File: src/rtl/powlib_piso.sv
// Parallel-in, serial-out width converter: one N*W-bit word in, N W-bit beats out,
// with back-to-back words accepted on the last beat so the output never bubbles.
module powlib_piso #(
  parameter int W    = 8,
  parameter int N    = 4,
  parameter int MSBF = 0
) (
  input  logic             clk,
  input  logic             rst,
  input  logic [N*W-1:0]   idata,
  input  logic             ivld,
  output logic             irdy,
  output logic [W-1:0]     odata,
  output logic             ovld,
  input  logic             ordy
);

  localparam int CW = (N > 1) ? $clog2(N) : 1;

  typedef enum logic {IDLE, SHIFT} state_t;

  state_t          state_q, state_d;
  logic [N*W-1:0]  sr_q, sr_d;
  logic [CW-1:0]   cnt_q, cnt_d;
  logic            busy;
  logic            last;
  logic            out_acc;

  always_ff @(posedge clk) begin
    if (rst) begin
      state_q <= IDLE;
      sr_q    <= '0;
      cnt_q   <= '0;
    end else begin
      state_q <= state_d;
      sr_q    <= sr_d;
      cnt_q   <= cnt_d;
    end
  end

  assign busy    = (state_q == SHIFT);
  assign last    = (cnt_q == CW'(N - 1));
  assign out_acc = busy & ordy;

  always_comb begin
    state_d = state_q;
    sr_d    = sr_q;
    cnt_d   = cnt_q;
    case (state_q)
      IDLE: begin
        if (ivld) begin
          sr_d    = idata;
          cnt_d   = '0;
          state_d = SHIFT;
        end
      end
      SHIFT: begin
        if (out_acc) begin
          if (!last) begin
            // Move the next beat toward whichever end odata is taken from.
            sr_d  = (MSBF != 0) ? (sr_q << W) : (sr_q >> W);
            cnt_d = cnt_q + 1'b1;
          end else if (ivld) begin
            sr_d  = idata;
            cnt_d = '0;
          end else begin
            cnt_d   = '0;
            state_d = IDLE;
          end
        end
      end
      default: state_d = IDLE;
    endcase
  end

  always_comb begin
    irdy  = ~busy | (busy & ordy & last);
    ovld  = busy;
    odata = (MSBF != 0) ? sr_q[N*W-1 -: W] : sr_q[W-1:0];
  end

endmodule
File: config.mk
export PLATFORM = sky130hd
export DESIGN_NAME = powlib_piso
export DESIGN_NICKNAME = d
export VERILOG_FILES = /design/src/rtl/powlib_piso.sv
export SDC_FILE = /design/constraint.sdc
export NUM_CORES = 1
export LEC_CHECK = 0
export CAP_MARGIN = 20
export CORE_UTILIZATION = 35
export CTS_CLUSTER_SIZE = 14
export DETAILED_ROUTE_END_ITERATION = 7
export SLEW_MARGIN = 10
export SYNTH_ARGS = -nofsm -noshare
export SYNTH_HDL_FRONTEND = slang
export SYNTH_SLANG_ARGS = --single-unit
File: constraint.sdc
create_clock -name clk -period 3.9 [get_ports clk]
set_input_delay 0.39 -clock clk [delete_from_list [all_inputs] [get_ports clk]]
set_output_delay 0.39 -clock clk [all_outputs]
set_load 0.02 [all_outputs]
### After elaboration in Yosys (flattened, before gate mapping)

Index checks and enable logic that the tools add are counted.

| word-level totals | value |
|---|---|
| bits in registers | 35 |
| output and inout port bits | 10 |
| logic and storage cells | 24 |
| bits in read-only memories | 0 |
| input bits | 36 |
| bits in writable memories | 0 |
| memories kept | 0 |
| latch bits | 0 |

| cells by class | value |
|---|---|
| equality and inequality tests | 3 |
| bitwise gates (word level) | 4 |
| multipliers | 0 |
| div/mod/pow operators | 0 |
| shift operators | 0 |
| $lt $le $gt $ge | 0 |
| reduce and logical (&&, ||, !) cells | 1 |
| add/subtract/negate cells | 1 |
| multiplexer cells | 12 |

Operator list:

| operator | count |
|---|---|
| two-way mux 32 bit | 3 |
| one-hot mux 32 bit (2 select lines) | 1 |
| two-way mux 2 bit | 3 |
| one-hot mux 2 bit (2 select lines) | 1 |
| two-way mux 1 bit | 3 |
| adder 2 x 1 -> 2 bit (second input constant) | 1 |
| AND 1 bit | 2 |
| == test 2 bit (second input constant) | 1 |
| inequality test 2 x 1 -> 1 bit (second input constant) | 1 |
| inequality test 2 bit (second input constant) | 1 |
| one-hot mux 1 bit (2 select lines) | 1 |
| AND reduction 2 bit | 1 |
| NOT 1 bit | 1 |
| OR 1 bit | 1 |

### Logic depth before layout (Yosys ltp)

Gate-level depths: netlist of run 1.

| depth | value |
|---|---|
| word-level depth | 4 |
| depth in mapped cells | 6 |

### Worst setup path before layout of run 1

OpenSTA, ideal clock, no wires.

| timing path | value |
|---|---|
| path kind | reg2reg |
| from | reg cnt_q[0] |
| to | reg sr_q[10] |
| setup slack | 2.505 ns |
| arrival time | 1.276 ns |
| library setup time | 0.119 ns |
| path buffers | 2 |
| data required time | 3.781 ns |
| cell stages (with the launch flop) | 7 |
| cells stage by stage | dfxtp_1 > ha_1 > buf_6 > a21bo_4 > nand2_8 > buf_12 > o221a_2 |

| on the way | value |
|---|---|
| longest elaborated chain between the ends | 4 |

Ends and longest elaborated chain:

| item | RTL line | RTL |
|---|---|---|
| from (decl) | 24 | `logic [CW-1:0] cnt_q, cnt_d;` |
| from (signal assigned) | 37 | `cnt_q <= cnt_d;` |
| == test 2 bit | 42 | `assign last = (cnt_q == CW'(N - 1));` |
| two-way mux 32 bit | 59 | `if (!last) begin` |
| two-way mux 32 bit | 58 | `if (out_acc) begin` |
| one-hot mux 32 bit (2 select lines) | 49 | `case (state_q)` |
| to (signal assigned) | 36 | `sr_q <= sr_d;` |
| to (decl) | 23 | `logic [N*W-1:0] sr_q, sr_d;` |

Every way passes these cells. The select of a mux whose other input is x is not followed.
A chain may end at the register's enable or synchronous reset.

### Worst setup path in the final report of run 1

| timing path | value |
|---|---|
| from | in ordy |
| to | out irdy |

| on the way | value |
|---|---|
| longest elaborated chain between the ends | 3 |

Ends and longest elaborated chain:

| item | RTL line | RTL |
|---|---|---|
| from (decl) | 15 | `input logic ordy` |
| AND 1 bit (2 in a row) | 77 | `irdy = ~busy \| (busy & ordy & last);` |
| OR 1 bit | 77 |  |
| to (decl) | 12 | `output logic irdy,` |

Every way passes these cells.

==> flow_metrics.tcl, run 1 <==
set metrics [dict create \
    fillerInstances 431 \
    hold_ws_ps 478 \
    synth_fa_ha_area_frac 0.00754 \
    rows 24 \
    r2r-start "cnt_q[0]$_SDFFE_PP0P_" \
    final_hold_viol_count 0 \
    multi_input_area_um2 754 \
    synthFlopType "dfxtp_1" \
    max_slew_margin 0.344 \
    antennaDiodeCount 0 \
    setup_violations 0 \
    muxShareOfSynthArea 0 \
    hold_buffers 0 \
    crit_required_ps 3510 \
    crit_path_start_kind "primary input" \
    viasPerCell 5.18 \
    yosys_warnings 0 \
    yosys.area.top_type_share 0.422 \
    clock_path_buffers 2 \
    die_area_mm2 0.00502 \
    p_leak_uw 0.000758 \
    fin_skew_ps 6.82 \
    io_buffers 45 \
    slew_violations 0 \
    final_antenna_net_count 0 \
    endpoint_kind "primary output" \
    start_util 0.374 \
    coreArea_mm2 0.00444 \
    cts_resized 0 \
    max_stage_delay_ps 610 \
    synth-simple-area-share 0.123 \
    grt_max_degree 29 \
    die_w_um 70.9 \
    antenna_found_initial 0 \
    top_layer_used "met4" \
    crit_end "irdy" \
    yosysMostFrequentCell "dfxtp_1" \
    yosysSeqAreaShare 0.422 \
    fp.dieH_um 70.9 \
    path_class "primary input to primary output" \
    crit_start "ordy" \
    p_per_area_mw_per_mm2 401 \
    status "completed" \
    cts_setup_buffers 0 \
    syn_avg_cell_area_um2 9.54 \
    clk_latency_ps 290 \
    place_congestion 0.772 \
    max_freq_ghz 0.474 \
    avgRoutedWirePerCell_um 14.3 \
    layout-drive-gt1-share 0.182 \
    rsz0062_at_grt "false" \
    nets 240 \
    num_vias 1322 \
    path_max_fanout 4 \
    synthCells 174 \
    maxCapViolations 0 \
    wl_met3_um 180 \
    path_cells "clkdlybuf4s50_1 -> a21bo_4 -> clkdlybuf4s50_1" \
    clkSinkCount 35 \
    cp.arrival_ps 1720 \
    syn_to_final_growth_pct 24.9 \
    cpMaxStageDelayCell "clkdlybuf4s50_1" \
    min_path_type "register to register" \
    r2r-end "sr_q[2]$_SDFFE_PP0P_" \
    worst_slew_pin_slew_ps 981 \
    synth.distinct_cells 26 \
    wl_met2_um 1580 \
    grt_pass1_vias 1399 \
    drtPass1Iterations 6 \
    fin_setup_tns_ps 0 \
    cts_buffers 5 \
    ff2ff_path_depth 5 \
    setup_slack_ps 1790 \
    gr-total-overflow 0 \
    synth_top_family_by_area "compound AO/OA/AOI/OAI gates" \
    yosysTopAreaCell "dfxtp_1" \
    ioPinCount 46 \
    clk_pin_slew_worst_paths_ps 70 \
    async_flop_share 0 \
    synth-edff-count 0 \
    drc_errors 0 \
    min_period_ps 2110 \
    netlist_top_cells_count "dfxtp_1, a21oi_1, nor2_1" \
    cts_root_buf "clkbuf_8" \
    cp_common_cell "clkdlybuf4s50_1" \
    h-tree-depth 2 \
    ir_drop_mv 0.166 \
    syn_area_mm2 0.00166 \
    syn_nets 211 \
    yosys-top-cells-area "dfxtp_1, o221a_2, a21oi_1" \
    wl_met1_um 1830 \
    wl_um 3640 \
    drt-initial-drc-count 56 \
    dpl.hpwl_um 2510 \
    fin_crit_sh 0.541 \
    preCtsSetupSlack_ps 1510 \
    synth-compound-area-share 0.324 \
    synthXorXnorAreaFrac 0 \
    cts_tree "built" \
    grt_usage 0.157 \
    synth_seq_cells 35 \
    seqCellArea_um2 701 \
    ff2ff_setup_slack_ps 2010 \
    grt_pass1_wl_um 6200 \
]
-- routing by layer --
metal  track usage  vias to the layer above
li1              -                      687
met1         0.195                      599
met2         0.253                       30
met3        0.0556                        6
met4        0.0533                        0
met5             0                        -
-- cell usage in the layout, fill, tap and decap left out --
cell             netlist  final
nand3_1                8      8
and2b_4                1      1
o21ai_0                9      9
o221a_1                2      2
nand2b_4               1      1
nand2b_1               1      1
ha_1                   1      1
dfxtp_1               35     35
clkbuf_8               0      6
buf_4                  9      1
nand2_1                1      1
o221a_2               22     22
clkdlybuf4s50_1        0     45
and2_1                 1      1
a21oi_1               34     34
a21o_1                 1      1
a21oi_4                1      1
nor2_1                26     26
nand2_8                1      1
a211oi_2               1      1
a21bo_4                1      1
nor2_2                 1      1
inv_1                  2      2
clkinv_2               0      1
-- area by class of cell --
type | instances | share of cell area
clock buffers | 6 | 0.0398
clock inverters | 1 | 0.00241
inverters | 2 | 0.00362
multi-input cells | 113 | 0.364
flip-flops and latches | 35 | 0.338
well taps | 52 | 0.0314
repair buffers | 46 | 0.221
-- worst max-delay path: cells and delay by family --
kind	cells	cell delay [ps]
buf+inv	2	1140
compound gates	1	190
-- registers in the layout, indices dropped and copies added, names as in the netlist --
signal  count
cnt_q       2
ovld        1
sr_q       32
-- worst min-delay path by stage --
stage                          start               endpoint  slack, ps  cells after the start
2_1_floorplan  sr_q[24]$_SDFFE_PP0P_  sr_q[24]$_SDFFE_PP0P_        450                      2
3_3_place_gp   cnt_q[1]$_SDFFE_PP0P_  cnt_q[1]$_SDFFE_PP0P_        470                      2
3_5_place_dp   sr_q[29]$_SDFFE_PP0P_  sr_q[29]$_SDFFE_PP0P_        470                      2
4_1_cts        sr_q[29]$_SDFFE_PP0P_  sr_q[29]$_SDFFE_PP0P_        480                      2
5_1_grt        sr_q[28]$_SDFFE_PP0P_  sr_q[28]$_SDFFE_PP0P_        500                      2
6_report       sr_q[29]$_SDFFE_PP0P_  sr_q[29]$_SDFFE_PP0P_        480                      2
-- kinds of logic after synthesis --
family | count (synthesis)
flip-flops | 35
AND/OR/NAND/NOR | 41
AO/OA/AOI/OAI | 71
buffers and inverters | 26
adder cells (fa/ha/maj) | 1
-- report_power, final --
group          switching, uW  total, uW  leakage, uW  internal, uW
Clock                    127        266    0.0000470           138
Combinational           70.8        160     0.000421          89.5
Sequential              17.7        406     0.000290           388
-- stage by stage --
stage / cell area (um2) / std cells / util / power (uW)
after floorplan: 1660 / 174 / - / 526
after global placement: 1990 / 248 / 0.447 / 573
after detailed placement: 1990 / 248 / 0.447 / 575
after CTS: 2070 / 255 / 0.466 / 840
after global routing: 2070 / 255 / 0.466 / 868
final: 2070 / 255 / 0.466 / 832
No activity file was read; power rests on OpenSTA's default activity.
==> run 2, diff against run 1 <==
==> constraint.sdc (replaced) <==
create_clock -name clk -period 1.9 [get_ports clk]
set_input_delay 0.19 -clock clk [delete_from_list [all_inputs] [get_ports clk]]
set_output_delay 0.19 -clock clk [all_outputs]
set_load 0.02 [all_outputs]
==> run 2 against run 1 <==
The run now ends with DRC left. Via count rose by 4.0%. Hold slack improved by 4.1 ps. Non-clock buffer count rose by 4. Worst setup slack got worse by 1500 ps. Core utilization rose by 1.2 points. Largest cell class unchanged.
==> flow_metrics.tcl, run 2 (synthesized netlist as in run 1, its figures left out) <==
set metrics [dict create \
    ioPinCount 46 \
    p_per_area_mw_per_mm2 828 \
    layout-drive-gt1-share 0.197 \
    grt_usage 0.165 \
    multi_input_area_um2 754 \
    coreArea_mm2 0.00444 \
    layout_commonest_cell "clkdlybuf4s50_1" \
    grt_max_degree 26 \
    setup_slack_ps 253 \
    min_period_ps 1650 \
    cp.arrival_ps 1870 \
    die_w_um 70.9 \
    wl_um 3770 \
    min_path_type "primary input to register" \
    hp-start "idata[29]" \
    clkSinkCount 35 \
    preCtsSetupSlack_ps 34.0 \
    grt_pass1_wl_um 6470 \
    endpoint_kind "register" \
    setup_violations 0 \
    final_antenna_net_count 0 \
    syn_to_final_growth_pct 28.1 \
    start_util 0.374 \
    crit_family "compound AO/OA/AOI/OAI gates" \
    grt_pass1_vias 1352 \
    drtPass1Iterations 6 \
    ir_drop_mv 0.317 \
    h-tree-depth 2 \
    max_stage_delay_ps 540 \
    slew_violations 0 \
    crit_buf_inv 0 \
    antennaDiodeCount 0 \
    status "finished with violations" \
    clk_pin_slew_worst_paths_ps 70 \
    cpMaxStageDelayCell "a21oi_4" \
    ff2ff_setup_slack_ps 250 \
    cts_tree "built" \
    fillerInstances 423 \
    r2r-start "cnt_q[0]$_SDFFE_PP0P_" \
    max_slew_margin 0.577 \
    avgRoutedWirePerCell_um 14.5 \
    fp.dieH_um 70.9 \
    io_buffers 45 \
    dpl.hpwl_um 2560 \
    final_core_util 0.479 \
    drt-initial-drc-count 113 \
    num_vias 1375 \
    r2r-end "sr_q[19]$_SDFFE_PP0P_" \
    nets 244 \
    p_leak_uw 0.000787 \
    crit_required_ps 2130 \
    maxCapViolations 0 \
    cts_root_buf "clkbuf_8" \
    clock_path_buffers 2 \
    path_cells "ha_1 -> nand2b_4 -> a21oi_4 -> o221a_2" \
    clk_latency_ps 290 \
    ff2ff_path_depth 4 \
    fin_crit_sh 0.867 \
    die_area_mm2 0.00502 \
    fin_setup_tns_ps 0 \
    largest_reg_flops 32 \
    place_congestion 0.778 \
    most-common-layout-cells "clkdlybuf4s50_1, dfxtp_1, a21oi_1" \
    rsz0062_at_grt "false" \
    cts_buffers 5 \
    viasPerCell 5.29 \
    max_freq_ghz 0.607 \
    path_class "register to register" \
    crit_path_start_kind "register" \
    final_hold_viol_count 0 \
    min_to "sr_q[29]$_SDFFE_PP0P_" \
    worst_slew_pin_slew_ps 633 \
    fin_skew_ps 4.86 \
    violations "DRC" \
    hold_depth 3 \
    gr-total-overflow 0 \
    drc_errors 6 \
    rows 24 \
    path_max_fanout 24 \
    antenna_found_initial 0 \
    seqCellArea_um2 701 \
    top_register "sr_q" \
]
run 2: where the power goes:
part           switching [uW]  total, uW  leakage (uW)  internal, uW
clock                     257        587     0.0000515           331
combinational             149        339      0.000446           190
sequential               37.6        834      0.000290           797
run 2: worst min-delay path, stage by stage:
cell	delay [ps]
clkdlybuf4s50_1	400
nand3_1	80
a21oi_1	50
run 2: what timing repair did:
action / 4_1_cts / 5_1_grt
buffers inserted: 0 / 0
gates resized for setup: 1 / 0
endpoints found under the setup margin: 1 / 0
hold buffers: 0 / 0
run 2: per-stage QoR:
| step | power [uW] | hold WS (ps) | cells | instance area (um2) |
|---|---|---|---|---|
| floorplan | 1080 | 353 | 174 | 1660 |
| global placement | 1180 | 471 | 252 | 2030 |
| detailed placement | 1190 | 474 | 252 | 2030 |
| CTS | 1790 | 474 | 260 | 2130 |
| global route | 1850 | 490 | 260 | 2130 |
| finish | 1760 | 482 | 260 | 2130 |
run 2: worst max path at each step:
stage | start | to | cells after the start
2_1_floorplan | cnt_q[0]$_SDFFE_PP0P_ | sr_q[10]$_SDFFE_PP0P_ | 6
3_3_place_gp | ordy | sr_q[19]$_SDFFE_PP0P_ | 4
3_5_place_dp | ordy | sr_q[19]$_SDFFE_PP0P_ | 4
4_1_cts | cnt_q[0]$_SDFFE_PP0P_ | sr_q[19]$_SDFFE_PP0P_ | 4
5_1_grt | cnt_q[0]$_SDFFE_PP0P_ | sr_q[5]$_SDFFE_PP0P_ | 4
6_report | cnt_q[0]$_SDFFE_PP0P_ | sr_q[19]$_SDFFE_PP0P_ | 4
run 2: layout make-up:
type	count	share of cell area
multi-input combinational	113	0.355
sequential	35	0.329
timing repair buffer	50	0.235
clock buffer	8	0.0471
tap	52	0.0306
inverter	2	0.00353
run 2: layer usage:
layer / vias to the layer above / global-route usage / wire [um]
met5: - / 0 / 0
met4: 0 / 0.0667 / 59
met3: 6 / 0.0499 / 219
met2: 42 / 0.260 / 1730
met1: 632 / 0.210 / 1770
li1: 695 / - / -
==> run 3, diff against run 2 <==
--- a/config.mk
+++ b/config.mk
@@ -9,6 +9,7 @@
 export CORE_UTILIZATION = 35
 export CTS_CLUSTER_SIZE = 14
 export DETAILED_ROUTE_END_ITERATION = 7
+export MAX_ROUTING_LAYER = met4
 export SLEW_MARGIN = 10
 export SYNTH_ARGS = -nofsm -noshare
 export SYNTH_HDL_FRONTEND = slang
==> run 3 against run 2 <==
The flow still finishes with violations (DRC). Worst setup slack lost 9.2 ps. Hold slack got worse by 2.5 ps. Clock skew rose by 2.5 ps. Largest power group unchanged.
==> flow_metrics.tcl, run 3 (synthesized netlist as in run 1, its figures left out) <==
set metrics [dict create \
    io_buffers 45 \
    largest_reg_flops 32 \
    final_antenna_net_count 0 \
    placedCellCount 252 \
    nets 244 \
    path_cells "ha_1 -> nand2b_4 -> a21oi_4 -> o221a_2" \
    crit_family "compound AO/OA/AOI/OAI gates" \
    gr-total-overflow 0 \
    path_depth 4 \
    antennaDiodeCount 0 \
    worst_slew_pin_slew_ps 637 \
    fin_area_mm2 0.00213 \
    preCtsSetupSlack_ps 34.0 \
    die_area_mm2 0.00502 \
    antenna_found_initial 0 \
    status "finished with violations" \
    place_congestion 0.788 \
    max_stage_delay_ps 540 \
    cp.arrival_ps 1880 \
    hold_buffers 0 \
    dpl.hpwl_um 2560 \
    most-common-layout-cells "clkdlybuf4s50_1, dfxtp_1, a21oi_1" \
    wl_um 3780 \
    drt-initial-drc-count 126 \
    avgRoutedWirePerCell_um 14.5 \
    rows 24 \
    fin_crit_sh 0.871 \
    crit_path_start_kind "register" \
    max_slew_margin 0.575 \
    p_per_area_mw_per_mm2 829 \
    hold_depth 3 \
    fin_skew_ps 7.39 \
    ff2ff_path_depth 4 \
    h-tree-depth 2 \
    grt_max_degree 26 \
    path_max_fanout 24 \
    slew_violations 0 \
    final_core_util 0.479 \
    ioPinCount 46 \
    crit_buf_inv 0 \
    cts_buffers 5 \
    layout_commonest_cell "clkdlybuf4s50_1" \
    clkSinkCount 35 \
    final-instance-count-excl-fill 260 \
    violations "DRC" \
    viasPerCell 5.25 \
    fillerInstances 423 \
    cpMaxStageDelayCell "a21oi_4" \
    coreArea_mm2 0.00444 \
    start_util 0.374 \
    min_path_type "primary input to register" \
    drc_errors 6 \
    path_class "register to register" \
    final_hold_viol_count 0 \
    syn_to_final_growth_pct 28.1 \
    min_period_ps 1660 \
    top_register "sr_q" \
    setup_violations 0 \
    grt_pass1_vias 1350 \
    clk_pin_slew_worst_paths_ps 70 \
    cts_root_buf "clkbuf_8" \
    clock_path_buffers 2 \
    max_freq_ghz 0.604 \
    grt_pass1_wl_um 6470 \
    die_w_um 70.9 \
    rsz0062_at_grt "false" \
    layout-drive-gt1-share 0.197 \
    ir_drop_mv 0.321 \
    maxCapViolations 0 \
    fp.dieH_um 70.9 \
    fin_setup_tns_ps 0 \
    endpoint_kind "register" \
    grt_usage 0.170 \
    clk_latency_ps 290 \
    placed_area_mm2 0.00203 \
    setup_slack_ps 244 \
    cts_tree "built" \
    crit_required_ps 2130 \
    num_vias 1366 \
    p_leak_uw 0.000787 \
    drtPass1Iterations 6 \
]
==> run 3: cell counts in the layout (fill, tap and decap cells not counted) <==
No cell type changed its count.
==> run 3: final timing paths <==
check                                           start                    end  slack [ps]
worst max-delay path            cnt_q[0]$_SDFFE_PP0P_  sr_q[19]$_SDFFE_PP0P_         240
worst min-delay path                        idata[29]  sr_q[29]$_SDFFE_PP0P_         480
worst min register to register  sr_q[30]$_SDFFE_PP0P_  sr_q[30]$_SDFFE_PP0P_         490
worst max register to register  cnt_q[0]$_SDFFE_PP0P_  sr_q[19]$_SDFFE_PP0P_         240
==> run 3: metal layers <==
metal	part of all wire	up-vias	global-route usage
met5	0	-	-
li1	-	696	-
met1	0.49	629	0.211
met2	0.46	35	0.259
met3	0.045	6	0.0499
met4	0.012	0	0.0667
==> run 3: final cells by class <==
class | instances | area [um2] | area share
flip-flops and latches | 35 | 701 | 0.329
well taps | 52 | 65.1 | 0.0306
multi-input cells | 113 | 754 | 0.355
clock buffers | 8 | 100 | 0.0471
inverters | 2 | 7.51 | 0.00353
repair buffers | 50 | 499 | 0.235
==> run 3: tightest hold or removal path, delay by kind of cell <==
kind	cells	cell delay (ps)
AOI/OAI and AO/OA	1	50
and+or+nand+nor	1	80
buffers and inverters	1	400
==> run 3: stage by stage <==
step                hold WS [ps]  total power [uW]
finish                       480              1760
global route                 490              1850
CTS                          474              1790
detailed placement           474              1190
global placement             471              1180
floorplan                    353              1080
==> run 3: what timing repair did <==
action | 4_1_cts | 5_1_grt
resized for setup | 1 | 0
setup buffers | 0 | 0
endpoints found under the setup margin | 1 | 0
==> run 3: power by group <==
| group | internal [uW] | switching (uW) |
|---|---|---|
| registers | 797 | 37.8 |
| clock network | 331 | 260 |
| logic | 190 | 148 |
